## src/rtl/vibrator_scheduler.sv

```systemverilog
// vibrator_scheduler
// Shares one vibration motor between NUM_REQ requesters (index 0 wins).
// Each granted pattern is a burst of on/off phases measured in ms ticks.
// The motor driver is steered with one-cycle shake_open/shake_close pulses.
// Optional build macro VIB_PREEMPT_EN: a waiting higher-priority requester
// aborts the active pattern instead of waiting for it to finish.
module vibrator_scheduler #(
  parameter int NUM_REQ = 3,
  parameter int MS_DIV  = 50000,
  parameter int MS_W    = 10,
  parameter int CNT_W   = 4
) (
  input  logic                       clk_50M,
  input  logic                       s_rst,
  input  logic [NUM_REQ-1:0]         req,
  input  logic [NUM_REQ*MS_W-1:0]    req_on_ms,
  input  logic [NUM_REQ*MS_W-1:0]    req_off_ms,
  input  logic [NUM_REQ*CNT_W-1:0]   req_count,
  output logic                       shake_open,
  output logic                       shake_close,
  output logic                       busy,
  output logic [$clog2(NUM_REQ)-1:0] grant_id,
  output logic [NUM_REQ-1:0]         done
);

  localparam int GID_W = $clog2(NUM_REQ);
  localparam int PRE_W = (MS_DIV > 1) ? $clog2(MS_DIV) : 1;
  localparam logic [PRE_W-1:0] PRE_LAST = PRE_W'(MS_DIV - 1);

  typedef enum logic [1:0] {
    ST_IDLE,
    ST_ON,
    ST_OFF
  } state_t;

  state_t             state, state_nx;
  logic [NUM_REQ-1:0] pending, pending_nx;
  logic [NUM_REQ-1:0] clr;
  logic [MS_W-1:0]    on_ms_q, on_ms_nx;
  logic [MS_W-1:0]    off_ms_q, off_ms_nx;
  logic [CNT_W-1:0]   remaining, remaining_nx;
  logic [PRE_W-1:0]   prescale, prescale_nx;
  logic [MS_W-1:0]    ms_cnt, ms_cnt_nx;
  logic               cooldown, cooldown_nx;
  logic               open_nx, close_nx;
  logic [NUM_REQ-1:0] done_nx;
  logic [GID_W-1:0]   gid_nx;

  logic [GID_W-1:0]   win;
  logic               found;
  logic [MS_W-1:0]    cfg_on, cfg_off;
  logic [CNT_W-1:0]   cfg_cnt;
  logic               tick;
  logic [MS_W-1:0]    on_last;
  logic               on_end, off_end;
  logic               preempt;

  // Pick the lowest-index pending requester as the grant candidate.
  always_comb begin
    win   = '0;
    found = 1'b0;
    for (int k = NUM_REQ - 1; k >= 0; k--) begin
      if (pending[k]) begin
        win   = GID_W'(k);
        found = 1'b1;
      end
    end
  end

`ifdef VIB_PREEMPT_EN
  // Flag a waiting requester that outranks the one currently being served.
  always_comb begin
    preempt = 1'b0;
    for (int k = 0; k < NUM_REQ; k++) begin
      if (pending[k] && (GID_W'(k) < grant_id)) begin
        preempt = 1'b1;
      end
    end
  end
`else
  assign preempt = 1'b0;
`endif

  assign cfg_on  = req_on_ms[int'(win)*MS_W +: MS_W];
  assign cfg_off = req_off_ms[int'(win)*MS_W +: MS_W];
  assign cfg_cnt = req_count[int'(win)*CNT_W +: CNT_W];

  // An on time of zero behaves like one millisecond; an off time of zero
  // ends the off phase on its very first cycle.
  assign tick    = (prescale == PRE_LAST);
  assign on_last = (on_ms_q == '0) ? '0 : on_ms_q - 1'b1;
  assign on_end  = tick && (ms_cnt == on_last);
  assign off_end = (off_ms_q == '0) || (tick && (ms_cnt == off_ms_q - 1'b1));

  assign busy = (state != ST_IDLE);

  // Next-state, pattern bookkeeping and registered pulse outputs.
  always_comb begin
    state_nx     = state;
    on_ms_nx     = on_ms_q;
    off_ms_nx    = off_ms_q;
    remaining_nx = remaining;
    prescale_nx  = tick ? '0 : prescale + 1'b1;
    ms_cnt_nx    = tick ? ms_cnt + 1'b1 : ms_cnt;
    cooldown_nx  = 1'b0;
    open_nx      = 1'b0;
    close_nx     = 1'b0;
    done_nx      = '0;
    gid_nx       = grant_id;
    clr          = '0;

    case (state)
      ST_IDLE: begin
        prescale_nx = '0;
        ms_cnt_nx   = '0;
        if (!cooldown && found) begin
          clr[win]  = 1'b1;
          gid_nx    = win;
          on_ms_nx  = cfg_on;
          off_ms_nx = cfg_off;
          if (cfg_cnt == '0) begin
            done_nx[win] = 1'b1;
          end else begin
            open_nx      = 1'b1;
            remaining_nx = cfg_cnt;
            state_nx     = ST_ON;
          end
        end
      end

      ST_ON: begin
        if (preempt) begin
          close_nx    = 1'b1;
          state_nx    = ST_IDLE;
          cooldown_nx = 1'b1;
        end else if (on_end) begin
          close_nx     = 1'b1;
          remaining_nx = remaining - 1'b1;
          prescale_nx  = '0;
          ms_cnt_nx    = '0;
          if (remaining == CNT_W'(1)) begin
            done_nx[grant_id] = 1'b1;
            state_nx          = ST_IDLE;
            cooldown_nx       = 1'b1;
          end else begin
            state_nx = ST_OFF;
          end
        end
      end

      ST_OFF: begin
        if (preempt) begin
          state_nx    = ST_IDLE;
          cooldown_nx = 1'b1;
        end else if (off_end) begin
          open_nx     = 1'b1;
          prescale_nx = '0;
          ms_cnt_nx   = '0;
          state_nx    = ST_ON;
        end
      end

      default: begin
        state_nx = ST_IDLE;
      end
    endcase

    pending_nx = (pending & ~clr) | req;
  end

  // State and output registers; reset drops any pattern and queued requests.
  always_ff @(posedge clk_50M) begin
    if (s_rst) begin
      state       <= ST_IDLE;
      pending     <= '0;
      on_ms_q     <= '0;
      off_ms_q    <= '0;
      remaining   <= '0;
      prescale    <= '0;
      ms_cnt      <= '0;
      cooldown    <= 1'b0;
      shake_open  <= 1'b0;
      shake_close <= 1'b0;
      done        <= '0;
      grant_id    <= '0;
    end else begin
      state       <= state_nx;
      pending     <= pending_nx;
      on_ms_q     <= on_ms_nx;
      off_ms_q    <= off_ms_nx;
      remaining   <= remaining_nx;
      prescale    <= prescale_nx;
      ms_cnt      <= ms_cnt_nx;
      cooldown    <= cooldown_nx;
      shake_open  <= open_nx;
      shake_close <= close_nx;
      done        <= done_nx;
      grant_id    <= gid_nx;
    end
  end

endmodule

```

## config.mk

```make
export PLATFORM = sky130hd
export DESIGN_NAME = vibrator_scheduler
export DESIGN_NICKNAME = d
export VERILOG_FILES = /design/src/rtl/vibrator_scheduler.sv
export SDC_FILE = /design/constraint.sdc
export NUM_CORES = 1
export LEC_CHECK = 0
export BUFFER_PORTS_ARGS = -buffer_cell sky130_fd_sc_hd__buf_2
export CORE_UTILIZATION = 59
export CTS_BUF_LIST = sky130_fd_sc_hd__clkbuf_16
export DETAILED_ROUTE_END_ITERATION = 8
export PLACE_DENSITY = 0.85
export SKIP_LAST_GASP = 1
export SYNTH_ARGS = -nofsm -noshare
export SYNTH_HDL_FRONTEND = slang
export SYNTH_SLANG_ARGS = --single-unit
```

## constraint.sdc

```tcl
create_clock -name clk_50M -period 6.19 [get_ports clk_50M]
set_input_delay 0.619 -clock clk_50M [delete_from_list [all_inputs] [get_ports clk_50M]]
set_output_delay 0.619 -clock clk_50M [all_outputs]
set_load 0.01 [all_outputs]
```

==> metrics <==
status completed; FF-to-FF Start off_ms_q[2]; Ports 85; Period minus WS final 3240 ps; Row Count 29; Final GP Congestion 0.973; CTS tree built; most frequent cells in the layout nor2_1, buf_2, dfxtp_1; DRC viols 0; Mean Syn Cell Area 7.86 um2; Worst-Margin Slew 982 ps; R2R depth 7; Yosys Warn Count 0; sequential share of power 35.5%; CP Launch Point off_ms_q[2]; max-slew violations 0; die area 7100 um2; Hold Worst Slack 478 ps; Crit path required time 6370 ps; mapped cell area 4000 um2; grt peak-use layer met2; area grow syn2layout 17.6%; largest net degree at the start of global routing 51; clk root buf clkbuf_16; power share of the combinational group 24.0%; Starting Density 61.9%; CP Max Fanout 16; Post-Syn Instances 508; layout cells sized above 1 20.3%; H-tree depth 3; Clock Skew 4.39 ps; DR vias 4026; Worst setup EP type flip-flop; Clock Sinks 63; Max Clk Rate 0.309 GHz; Setup Slack @ Placement 3130 ps; GR Layer Usage met2 51.0%; power density over the cells 280 nW/um2; drt pass-1 iters 5; kind of critical path reg -> reg; die height 84.3 um; CP endpoint prescale[14]; post-synth top area share 31.6%; net load switching power 404 uW; Final Cycle Share 52.3%; port bufs 84; IR drop worst, VDD 0.208 mV; commonest non-fill, non-tap cell in the layout nor2_1; GR met1 Demand/Resource 42.5%; Sw Share 30.8%; Min-Delay Path Class reg -> reg; clk_lat worst skew 330 ps; core box area 6460 um2; Total GRT Usage 31.5%; largest cells by area after synthesis dfxtp_1, nor2_1, mux2i_1, xnor2_1, a21oi_1; initial antenna violation count 0; post-CTS setup buffers 0; Die W 84.3 um; DP HPWL 7320 um; Vias/cell 6.16; vias in the first global route 3685; Non-Filler Instances 654; internal power 910 uW; Worst Hold Path Cells 1; asr flop ratio synth 0%; Top FF cell, synth dfxtp_1; FF-to-FF setup slack 2950 ps; clock network power share 40.6%; Bufs on Longest Clock Path 2; Syn Nets 592; max_slew headroom 33.9%; Seq/Total Area, Yosys 31.6%; max-cap violations 0; first-pass GRT wire length 17800 um; flop and latch count out of synthesis 63; final net count 656; Worst-path clk slew 50 ps; ANT nets after route 0; Reg2Reg Capture Point prescale[14]; post-layout worst setup margin 2950 ps; leakage 0.00185 uW; Cells after DPL 638; post-CTS sizing 0; Yosys top cell by area dfxtp_1; overflow left after global routing 0; CTS Buf Count 9; Starting DRT DRC Count 344; Final Hold Vio Count 0; Startpoint Class flip-flop; grt met3 use 6.98%; routed len/inst 16.2 um; overall power 1310 uW; WP data arrival 3410 ps; number of synthesized flops with an enable pin 0; RSZ-0062 raised after global routing no; Post-CTS Hold Fix Bufs 0; Distinct cells, synth 66; wirelength, routed 10600 um; setup tns final 0 ps; filler cell count 498; # diodes 0; Setup Viol. Count Final 0
## logic make-up after synthesis
family / Yosys count / synth area share, %
mux: 26 / 6.55
flops: 63 / 31.6
compound gates: 111 / 18.9
fa+ha+maj: 7 / 2.19
buf+inv: 50 / 5.14
xor+xnor: 42 / 9.40
simple gates: 209 / 26.2
## sequential cells by signal (all words and copies together), names as in the netlist
signal,flops
done,3
grant_id,2
shake_close,1
ms_cnt,10
off_ms_q,10
cooldown,1
pending,3
prescale,16
remaining,4
shake_open,1
state,2
on_ms_q,10
## synth_stat cells (all sizes together), types with 2 or more instances
cell	count
or2	2
o41ai	2
a221oi	4
buf	8
o21ai	9
o31ai	2
xnor2	25
nor4b	4
o2111ai	3
a2111oi	2
and4	4
o211ai	4
clkbuf	24
a21oi	37
nand3	21
o31a	2
xor2	17
a31oi	6
dfxtp	63
or3	4
nor3	23
a21o	2
mux2i	25
and3	8
a211o	2
a211oi	21
or4	5
o22ai	2
nor3b	3
ha	7
nand2	20
inv	18
or3b	2
nor4	4
nand4	4
nor2	97
a31o	3
nor4bb	2
## how the worst min path moves through the flow
stage	startpoint	to	slack, ps
3_5_place_dp	prescale[0]	prescale[0]	470
2_1_floorplan	prescale[0]	prescale[0]	430
3_3_place_gp	prescale[0]	prescale[0]	440
5_1_grt	prescale[0]	prescale[0]	510
4_1_cts	prescale[0]	prescale[0]	480
6_report	prescale[0]	prescale[0]	480
## power by group through the flow
stage / combinational (uW) / sequential (uW) / clock, uW
after floorplan: 240 / 459 / 0
after global placement: 295 / 471 / 0
after detailed placement: 302 / 472 / 0
after CTS: 309 / 464 / 534
after global routing: 349 / 470 / 559
final: 315 / 466 / 533
## metrics by stage
step           utilization, %  instance area (um2)
6_report                 72.7                 4700
5_1_grt                  72.7                 4700
4_1_cts                  72.7                 4700
3_5_place_dp             67.9                 4380
3_3_place_gp             67.9                 4380
2_1_floorplan               -                 4000
## routing by layer
metal  wire length (um)  share of wire [%]
met1               4700                 44
met2               5030                 48
met3                684                6.5
met4                165                1.6
met5                  0                  0
## final cells by class
cell class              count  area (um2)  area share (%)
clock inverters             7        87.6            1.86
inverters                  18        67.6            1.44
well taps                  77        96.3            2.05
repair buffers             85         428            9.11
flip-flops and latches     63        1260            26.9
multi-input cells         395        2530            53.9
clock buffers               9         225            4.79
## critical path: stages (launching register included)
cell,delay (ps)
dfxtp_1,380
nor4_1,870
nand2_1,130
mux2_2,340
a2111oi_0,510
a211o_1,270
a21o_1,470
nor3_1,120
Power figures use the tool's default switching activity.
